**src/rtl/button_conditioner.sv**
```systemverilog
// Two-channel conditioner: 2-flop synchronizer plus counter debouncer per channel,
// producing clean levels and one-cycle rising-edge pulses for the downstream FSM.

module button_conditioner_chan #(
  parameter int unsigned DEBOUNCE_CYCLES = 4,
  parameter int unsigned CNT_W           = 8
) (
  input  logic clk,
  input  logic reset,
  input  logic raw_i,
  output logic lvl_o,
  output logic rise_o
);

  localparam logic [0:0] IDLE  = 1'b0;
  localparam logic [0:0] COUNT = 1'b1;

  localparam logic [CNT_W-1:0] CNT_LAST = CNT_W'(DEBOUNCE_CYCLES - 1);
  localparam logic [CNT_W-1:0] CNT_ONE  = CNT_W'(1);

  logic             s1_q, s2_q;
  logic [0:0]       state_q, state_d;
  logic [CNT_W-1:0] cnt_q, cnt_d;
  logic             lvl_q, lvl_d;
  logic             rise_q, rise_d;

  // Raw input is asynchronous; s1 may go metastable and is only observed through s2.
  always_ff @(posedge clk) begin
    // NOTE: non-blocking assignments model every flop updating together on the edge;
    // blocking here would let s2 see this cycle's s1 and collapse the synchronizer.
    if (!reset) begin
      s1_q <= 1'b0;
      s2_q <= 1'b0;
    end else begin
      s1_q <= raw_i;
      s2_q <= s1_q;
    end
  end

  always_comb begin
    // NOTE: every output of this block gets a default first, so no path leaves a
    // variable unassigned and no latch is inferred.
    state_d = state_q;
    cnt_d   = cnt_q;
    lvl_d   = lvl_q;
    rise_d  = 1'b0;

    unique case (state_q)
      IDLE: begin
        if (s2_q != lvl_q) begin
          if (DEBOUNCE_CYCLES == 1) begin
            lvl_d  = s2_q;
            rise_d = s2_q;
            cnt_d  = '0;
          end else begin
            state_d = COUNT;
            cnt_d   = CNT_ONE;
          end
        end
      end
      COUNT: begin
        if (s2_q == lvl_q) begin
          // Glitch ended early; drop the partial count so interruptions never accumulate.
          state_d = IDLE;
          cnt_d   = '0;
        end else if (cnt_q == CNT_LAST) begin
          state_d = IDLE;
          cnt_d   = '0;
          lvl_d   = s2_q;
          rise_d  = s2_q;
        end else begin
          cnt_d = cnt_q + CNT_ONE;
        end
      end
      default: begin
        state_d = IDLE;
        cnt_d   = '0;
      end
    endcase
  end

  always_ff @(posedge clk) begin
    if (!reset) begin
      state_q <= IDLE;
      cnt_q   <= '0;
      lvl_q   <= 1'b0;
      rise_q  <= 1'b0;
    end else begin
      state_q <= state_d;
      cnt_q   <= cnt_d;
      lvl_q   <= lvl_d;
      rise_q  <= rise_d;
    end
  end

  assign lvl_o  = lvl_q;
  assign rise_o = rise_q;

endmodule

module button_conditioner #(
  parameter int unsigned DEBOUNCE_CYCLES = 4,
  parameter int unsigned CNT_W           = 8
) (
  input  logic clk,
  input  logic reset,
  input  logic btn_a_raw,
  input  logic btn_b_raw,
  output logic a,
  output logic b,
  output logic a_rise,
  output logic b_rise
);

  button_conditioner_chan #(
    .DEBOUNCE_CYCLES(DEBOUNCE_CYCLES),
    .CNT_W          (CNT_W)
  ) u_chan_a (
    .clk   (clk),
    .reset (reset),
    .raw_i (btn_a_raw),
    .lvl_o (a),
    .rise_o(a_rise)
  );

  button_conditioner_chan #(
    .DEBOUNCE_CYCLES(DEBOUNCE_CYCLES),
    .CNT_W          (CNT_W)
  ) u_chan_b (
    .clk   (clk),
    .reset (reset),
    .raw_i (btn_b_raw),
    .lvl_o (b),
    .rise_o(b_rise)
  );

endmodule

```
**config.mk**
```make
export PLATFORM = sky130hd
export DESIGN_NAME = button_conditioner
export DESIGN_NICKNAME = d
export VERILOG_FILES = /design/src/rtl/button_conditioner.sv
export SDC_FILE = /design/constraint.sdc
export NUM_CORES = 1
export LEC_CHECK = 0
export BUFFER_PORTS_ARGS = -buffer_cell sky130_fd_sc_hd__buf_4
export CORE_MARGIN = 1
export CORE_UTILIZATION = 45
export DETAILED_ROUTE_END_ITERATION = 10
export MAX_ROUTING_LAYER = met4
export PLACE_DENSITY = 0.64
export SETUP_SLACK_MARGIN = 0.4
export SLEW_MARGIN = 20
export SYNTH_ARGS = -nofsm -noshare
export SYNTH_HDL_FRONTEND = slang
export SYNTH_SLANG_ARGS = --single-unit
```
**constraint.sdc**
```tcl
create_clock -name clk -period 1.4 [get_ports clk]
set_input_delay 0.35 -clock clk [delete_from_list [all_inputs] [get_ports clk]]
set_output_delay 0.35 -clock clk [all_outputs]
set_load 0.02 [all_outputs]
```
==> key figures, run 1 <==
Outcome
  – Status: completed

Critical path
  – Critical path fanouts, max: 3
  – Critical Path Max Stage Delay: around 0.39 ns
  – WS Path Type: reg -> reg
  – Worst path bufs/invs: 1
  – CP required: ~1.6 ns
  – Arr. time, crit path: 1.59 ns
  – Reg2reg path depth: 6
  – Worst path cell trace: ha_4, nor4b_4, buf_4, nand3_4, mux2i_1, nor2_1
  – Critical Path Start Type: flip-flop
  – CP top delay family: simple AND/OR/NAND/NOR gates
  – Levels on crit path: 6
  – Slowest cell on the critical path: dfxtp_4
  – Capturing element type of the critical path: flip-flop

Timing
  – Worst Skew: 0.00187 ns
  – RSZ-0062 raised after global routing: yes
  – Final hold slack: roughly 0.23 ns
  – Period minus WS final: about 1.4 ns
  – Tcrit/Tclk final: 0.978
  – Slew @ Worst Pin: 0.361 ns
  – Final WS setup: 0.0312 ns
  – Final setup viols: 0
  – Setup TNS: 0 ns
  – Final Max Tran Viols: 0
  – Maximum clock frequency: approximately 0.73 GHz
  – Relative slew slack: 0.758
  – Fin. Hold Viols: 0

Clock tree
  – # clock sinks: 26
  – Total CTS buffers: 3
  – CTS tree: done
  – Clock transition at path regs: around 0.14 ns
  – Hold_buf cts: 0
  – H-tree lvl count: 1
  – Clock root cell: clkbuf_4
  – Clock buffer depth: 2
  – Skew-Pair Late Insertion Delay: slightly above 0.3 ns

Job
  – Max_cap viols: 0

Floorplan
  – Row cnt: 18
  – Die height: approximately 54 um
  – Chip width: about 54 um
  – CORE AREA: between 2000 and 2500 um^2
  – Initial Util: 0.483
  – Ports: 8
  – DIE AREA: just under 3000 um^2

Routing
  – Via/cell ratio: 5.71
  – Post-DR wirelength/cell: between 10 and 15 um
  – Drc violations: 0
  – Starting DRT DRC Count: 8
  – Vias: about 1,100
  – First-pass iteration count of the detailed router: 4
  – Post-Route WL: between 2000 and 3000 um
  – Remaining antenna violation count: 0

Synth
  – Mapped Area: around 1200 um^2
  – Synth area leader: dfxtp_1
  – Post-Synthesis Cells: ~130
  – Flops & latches, synth: 26
  – Yosys top cell area share: 0.431
  – Post-synth ARST share: 0
  – Yosys cell types: 33
  – Synth Flop Type: dfxtp_1
  – Synth top area cells: dfxtp_1 43%, a31oi_1 7.8%, nand3_1 5.8%
  – Post-Syn Area per Cell: about 9.2 um^2
  – YS warnings: 0
  – Synthesized net count: approximately 140
  – Number of synthesized flops with an enable pin: 0
  – Register area share after synthesis: 0.431

GRT
  – Largest net degree at the start of global routing: 24
  – Total GRT Usage: 0.215
  – Initial antenna violation count: 0
  – First-pass GRT wire length: ~4400 um
  – Vias in the first global route: 1,045
  – Grt ovf: 0

Layout
  – Layout area overhead: 42.5%
  – Post-route design area: 1720 um^2
  – Largest regs: u_chan_a.cnt_q: 8 flops, u_chan_b.cnt_q: 8 flops
  – Post-layout util: 0.688
  – Share of layout cells above drive strength 1: 0.491
  – Layout net count: around 170
  – N_diodes: 0

Placement
  – GPL Wtd Cong: 0.864
  – DP HPWL: between 1500 and 2000 um
  – Port bufs: 7
  – Pre-CTS setup slack: -0.0122 ns
  – Area after DPL: approximately 1400 um^2

Pwr
  – P_leak: 0.613 nW
  – PD cells: slightly below 800 nW/um^2
  – Max VDD drop: between 0.7 and 0.8 mV

Worst hold path
  – WHS Path Cells: 2
  – Worst Hold Class: in -> reg
## routing by layer
layer | track usage | routed length (um) | part of all wire | vias up
li1 | - | - | - | 550
met1 | 0.234 | 1210 | 0.45 | 520
met2 | 0.391 | 1420 | 0.53 | 8
met3 | 0.0452 | 43 | 0.016 | 2
met4 | 0.0570 | 15 | 0.0056 | 0
met5 | - | 0 | 0 | -
## through the flow
step	total power, mW	cells
6_report	1.33	189
5_1_grt	1.40	189
4_1_cts	1.36	187
3_5_place_dp	0.833	175
3_3_place_gp	0.832	175
2_1_floorplan	0.808	131
## cells in the mapped netlist (2+ instances only)
library cell  instances
and2_1                5
xor2_1                2
dfxtp_1              26
nand3_1              14
nor2_1                5
xnor2_1               3
ha_1                  4
nand3b_1              5
nand2_1              13
mux2i_1               2
a21oi_1               4
inv_1                 4
o21ai_0               2
a31oi_1              15
a41oi_1               2
and3_1                4
nor3_1                5
## logic make-up after synthesis
| group | count (synthesis) | synth area share |
|---|---|---|
| muxes | 2 | 0.0166 |
| and+or+nand+nor | 59 | 0.283 |
| adders and majority gates | 4 | 0.0415 |
| buffers and inverters | 7 | 0.0332 |
| xor gates and xnor gates | 5 | 0.0363 |
| DFF | 26 | 0.431 |
| AOI/OAI and AO/OA | 28 | 0.159 |
## area by class of cell
| type | instances | area, um^2 |
|---|---|---|
| clock buffer | 3 | 22.5 |
| multi-input combinational | 99 | 832 |
| clock inverter | 1 | 30.0 |
| fill | 199 | 779 |
| tap | 30 | 37.5 |
| timing repair buffer | 26 | 234 |
| inverter | 4 | 15.0 |
| sequential | 26 | 549 |
## power by group
part	leakage [nW]	switching (mW)	internal (mW)
Clock	0.0279	0.214	0.289
Sequential	0.218	0.0105	0.743
Combinational	0.367	0.0404	0.0342
Total	0.613	0.265	1.07
## layout by cell type (no fill, tap or decap), types with 3 or more instances in the layout
cell type  count
a21oi_1        3
a31oi_1       14
and2_1         4
and3_4         3
buf_4         18
buf_6          7
clkbuf_4       3
dfxtp_1       13
dfxtp_2        8
dfxtp_4        5
inv_1          4
nand2_1        9
nand2_2        5
nand3_1        8
nand3_2        5
nand3b_1       5
nor2_1         3
nor3_2         4
xnor2_1        3
## path summary, 6_finish.rpt
kind | startpoint | end | slack, ns
hold / removal | btn_b_raw | u_chan_b.s1_q | 0.23
setup / recovery | u_chan_b.cnt_q[0] | u_chan_b.lvl_o | 0.03
setup reg to reg | u_chan_b.cnt_q[0] | u_chan_b.lvl_o | 0.03
hold reg to reg | u_chan_b.s1_q | u_chan_b.s2_q | 0.45
## timing repair
item,CTS,global route
cloned,1,0
setup endpoints to repair,26,26
pin swaps,10,4
buffers inserted,7,2
resized for setup,37,6
No activity file was read; power rests on OpenSTA's default activity.
==> run 2, diff against run 1 <==
--- a/config.mk
+++ b/config.mk
@@ -8,6 +8,7 @@
 export BUFFER_PORTS_ARGS = -buffer_cell sky130_fd_sc_hd__buf_4
 export CORE_MARGIN = 1
 export CORE_UTILIZATION = 45
+export CTS_BUF_LIST = sky130_fd_sc_hd__clkbuf_8 sky130_fd_sc_hd__clkbuf_16
 export DETAILED_ROUTE_END_ITERATION = 10
 export MAX_ROUTING_LAYER = met4
 export PLACE_DENSITY = 0.64
==> run 2 against run 1 <==
Cell count increased by 2.1%. Cell area is 4.6% higher. Clock power is 24% higher. Die area unchanged. Sequential share of layout area decreased by 1.4 points. Sequential power is essentially flat. Critical path depth unchanged. Largest cell class unchanged.
==> key figures, run 2 (synthesis gave the netlist of run 1 again) <==
Critical path
  – CP required: 1.61 ns (was 1.62 ns)
  – R2r startpoint: u_chan_b.cnt_q[0] (unchanged)
  – Arr. time, crit path: 1.56 ns (was 1.59 ns)
  – WS Path Type: reg -> reg (unchanged)
  – Reg2reg path depth: 6 (unchanged)
  – Critical path fanouts, max: 10 (was 3)
  – Worst R2R End: u_chan_b.cnt_q[2] (was u_chan_b.lvl_o)
  – Critical Path Start Type: flip-flop (unchanged)
  – Capturing element type of the critical path: flip-flop (unchanged)
  – Internal reg-to-reg setup slack: 0.05 ns (was 0.03 ns)

Timing
  – Final setup viols: 0 (unchanged)
  – Slew @ Worst Pin: 0.365 ns (was 0.361 ns)
  – Final hold slack: 0.278 ns (was 0.233 ns)
  – Tcrit/Tclk final: 0.967 (was 0.978)
  – Relative slew slack: 0.755 (was 0.758)
  – Period minus WS final: 1.35 ns (was 1.37 ns)
  – Final Max Tran Viols: 0 (unchanged)
  – Maximum clock frequency: 0.739 GHz (was 0.731 GHz)
  – Worst Skew: 0.00354 ns (was 0.00187 ns)
  – Fin. Hold Viols: 0 (unchanged)
  – RSZ-0062 raised after global routing: yes (unchanged)
  – Final WS setup: 0.0462 ns (was 0.0312 ns)

Routing
  – Starting DRT DRC Count: 23 (was 8)
  – Via/cell ratio: 5.83 (was 5.71)
  – First-pass iteration count of the detailed router: 4 (unchanged)
  – Remaining antenna violation count: 0 (unchanged)
  – Post-Route WL: 2930 um (was 2690 um)
  – Post-DR wirelength/cell: 15.2 um (was 14.2 um)
  – Vias: 1,125 (was 1,080)
  – Drc violations: 0 (unchanged)

Floorplan
  – CORE AREA: 2500 um^2 (unchanged)
  – Ports: 8 (unchanged)
  – DIE AREA: 2890 um^2 (unchanged)
  – Die height: 53.8 um (unchanged)
  – Initial Util: 0.483 (unchanged)
  – Row cnt: 18 (unchanged)
  – Chip width: 53.8 um (unchanged)

Layout
  – Share of layout cells above drive strength 1: 0.491 (about the same)
  – Largest regs: u_chan_a.cnt_q: 8 flops, u_chan_b.cnt_q: 8 flops (unchanged)
  – Most frequent cells in the layout: 18 x buf_4, 14 x a31oi_1, 13 x dfxtp_1 (unchanged)
  – Layout area overhead: 49.0% (was 42.5%)
  – Most common cell after layout, fill and taps aside: buf_4 (unchanged)
  – Layout net count: 172 (was 168)
  – N_diodes: 0 (unchanged)
  – Post-Layout Cell Count: 193 (was 189)
  – Post-layout util: 0.720 (was 0.688)
  – Post-route design area: 1800 um^2 (was 1720 um^2)

GRT
  – Grt ovf: 0 (unchanged)
  – Total GRT Usage: 0.231 (was 0.215)
  – Largest net degree at the start of global routing: 24 (unchanged)
  – First-pass GRT wire length: 4640 um (was 4390 um)
  – Vias in the first global route: 1,065 (was 1,045)
  – Initial antenna violation count: 0 (unchanged)

Placement
  – Area after DPL: 1430 um^2 (unchanged)
  – GPL Wtd Cong: 0.864 (unchanged)
  – Port bufs: 7 (unchanged)
  – Placed insts: 175 (unchanged)
  – Pre-CTS setup slack: -0.0122 ns (unchanged)
  – DP HPWL: 1760 um (unchanged)

Worst hold path
  – WHS Path Cells: 2 (unchanged)
  – Min-delay src: btn_b_raw (unchanged)
  – Worst Hold Class: in -> reg (unchanged)
  – Hold path endpoint: u_chan_b.s1_q (unchanged)

Pwr
  – PD cells: 809 nW/um^2 (was 774 nW/um^2)
  – Internal power: 1.16 mW (was 1.07 mW)
  – Combinational Power Share: 0.053 (was 0.056)
  – Clock power frac: 0.429 (was 0.378)
  – P_leak: 0.653 nW (was 0.613 nW)
  – Max VDD drop: 0.760 mV (was 0.781 mV)
  – Sequential share of power: 0.517 (was 0.566)
  – Switching Fraction: 0.201 (was 0.199)
  – Sw Pwr: 0.293 mW (was 0.265 mW)

Outcome
  – Status: completed (unchanged)

Clock tree
  – H-tree lvl count: 1 (unchanged)
  – Clock root cell: clkbuf_8 (was clkbuf_4)
  – Skew-Pair Late Insertion Delay: 0.27 ns (was 0.31 ns)
  – Clock transition at path regs: 0.09 ns (was 0.14 ns)
  – Clock buffer depth: 2 (unchanged)
  – Total CTS buffers: 3 (unchanged)
  – # clock sinks: 26 (unchanged)
  – CTS tree: done (unchanged)

Job
  – Max_cap viols: 0 (unchanged)
run 2: changes by cell type in the layout (fill, tap and decap cells not counted):
cell / change
buf_6: +2
buf_12: +1
clkbuf_8: +3
o21ai_1: +1
clkbuf_4: -3
nor3_2: -1
nor3_1: +1
nand3_2: -1
nand3_1: +1
o21ai_0: -1
buf_16: +1
run 2: worst max path at each step:
stage,end,start,depth (start not counted)
after floorplan,u_chan_b.cnt_q[2],u_chan_b.cnt_q[0],5
after global placement,u_chan_b.cnt_q[2],u_chan_b.cnt_q[0],6
after detailed placement,u_chan_b.cnt_q[6],u_chan_b.cnt_q[1],6
after CTS,u_chan_b.cnt_q[6],u_chan_b.cnt_q[1],6
after global routing,u_chan_b.cnt_q[6],u_chan_b.cnt_q[0],6
final,u_chan_b.cnt_q[2],u_chan_b.cnt_q[0],6
run 2: per-layer routing:
| metal | vias to the layer above | wire (um) | global-route usage |
|---|---|---|---|
| met3 | 11 | 92 | 0.0537 |
| met2 | 28 | 1510 | 0.389 |
| met4 | 0 | 80 | 0.110 |
| met5 | - | 0 | - |
| li1 | 550 | - | - |
| met1 | 536 | 1240 | 0.255 |
run 2: repair_timing:
item                       in CTS  in global routing
setup endpoints to repair      26                 26
cloned                          2                  0
resized for setup              35                 10
hold buffers                    0                  0
pin swaps                      11                 11
setup buffers                  11                  1
run 2: layout make-up:
class                   count  area [um^2]
multi-input cells          99          822
fillers                   184          701
flip-flops and latches     26          549
repair buffers             30          304
clock buffers               3         41.3
well taps                  30         37.5
clock inverters             1         30.0
inverters                   4         15.0
run 2: critical path: stages, from the launching register on:
cell and delay (ns):
dfxtp_4 0.37, ha_4 0.16, nor4b_4 0.13, a211oi_4 0.22, buf_6 0.17, nand3b_1 0.08, a31oi_1 0.17
run 2: per-stage QoR:
stage	power (mW)	TNS, ns
after floorplan	0.808	0
after global placement	0.832	0
after detailed placement	0.833	-0.0122
after CTS	1.47	0
after global routing	1.51	-0.0755
final	1.45	0
run 2: power by group through the flow:
stage / sequential [mW] / clock [mW] / combinational (mW)
6_report: 0.753 / 0.625 / 0.0774
3_5_place_dp: 0.772 / 0 / 0.0609
5_1_grt: 0.755 / 0.672 / 0.0862
4_1_cts: 0.753 / 0.639 / 0.0756
2_1_floorplan: 0.771 / 0 / 0.0366
3_3_place_gp: 0.772 / 0 / 0.0598
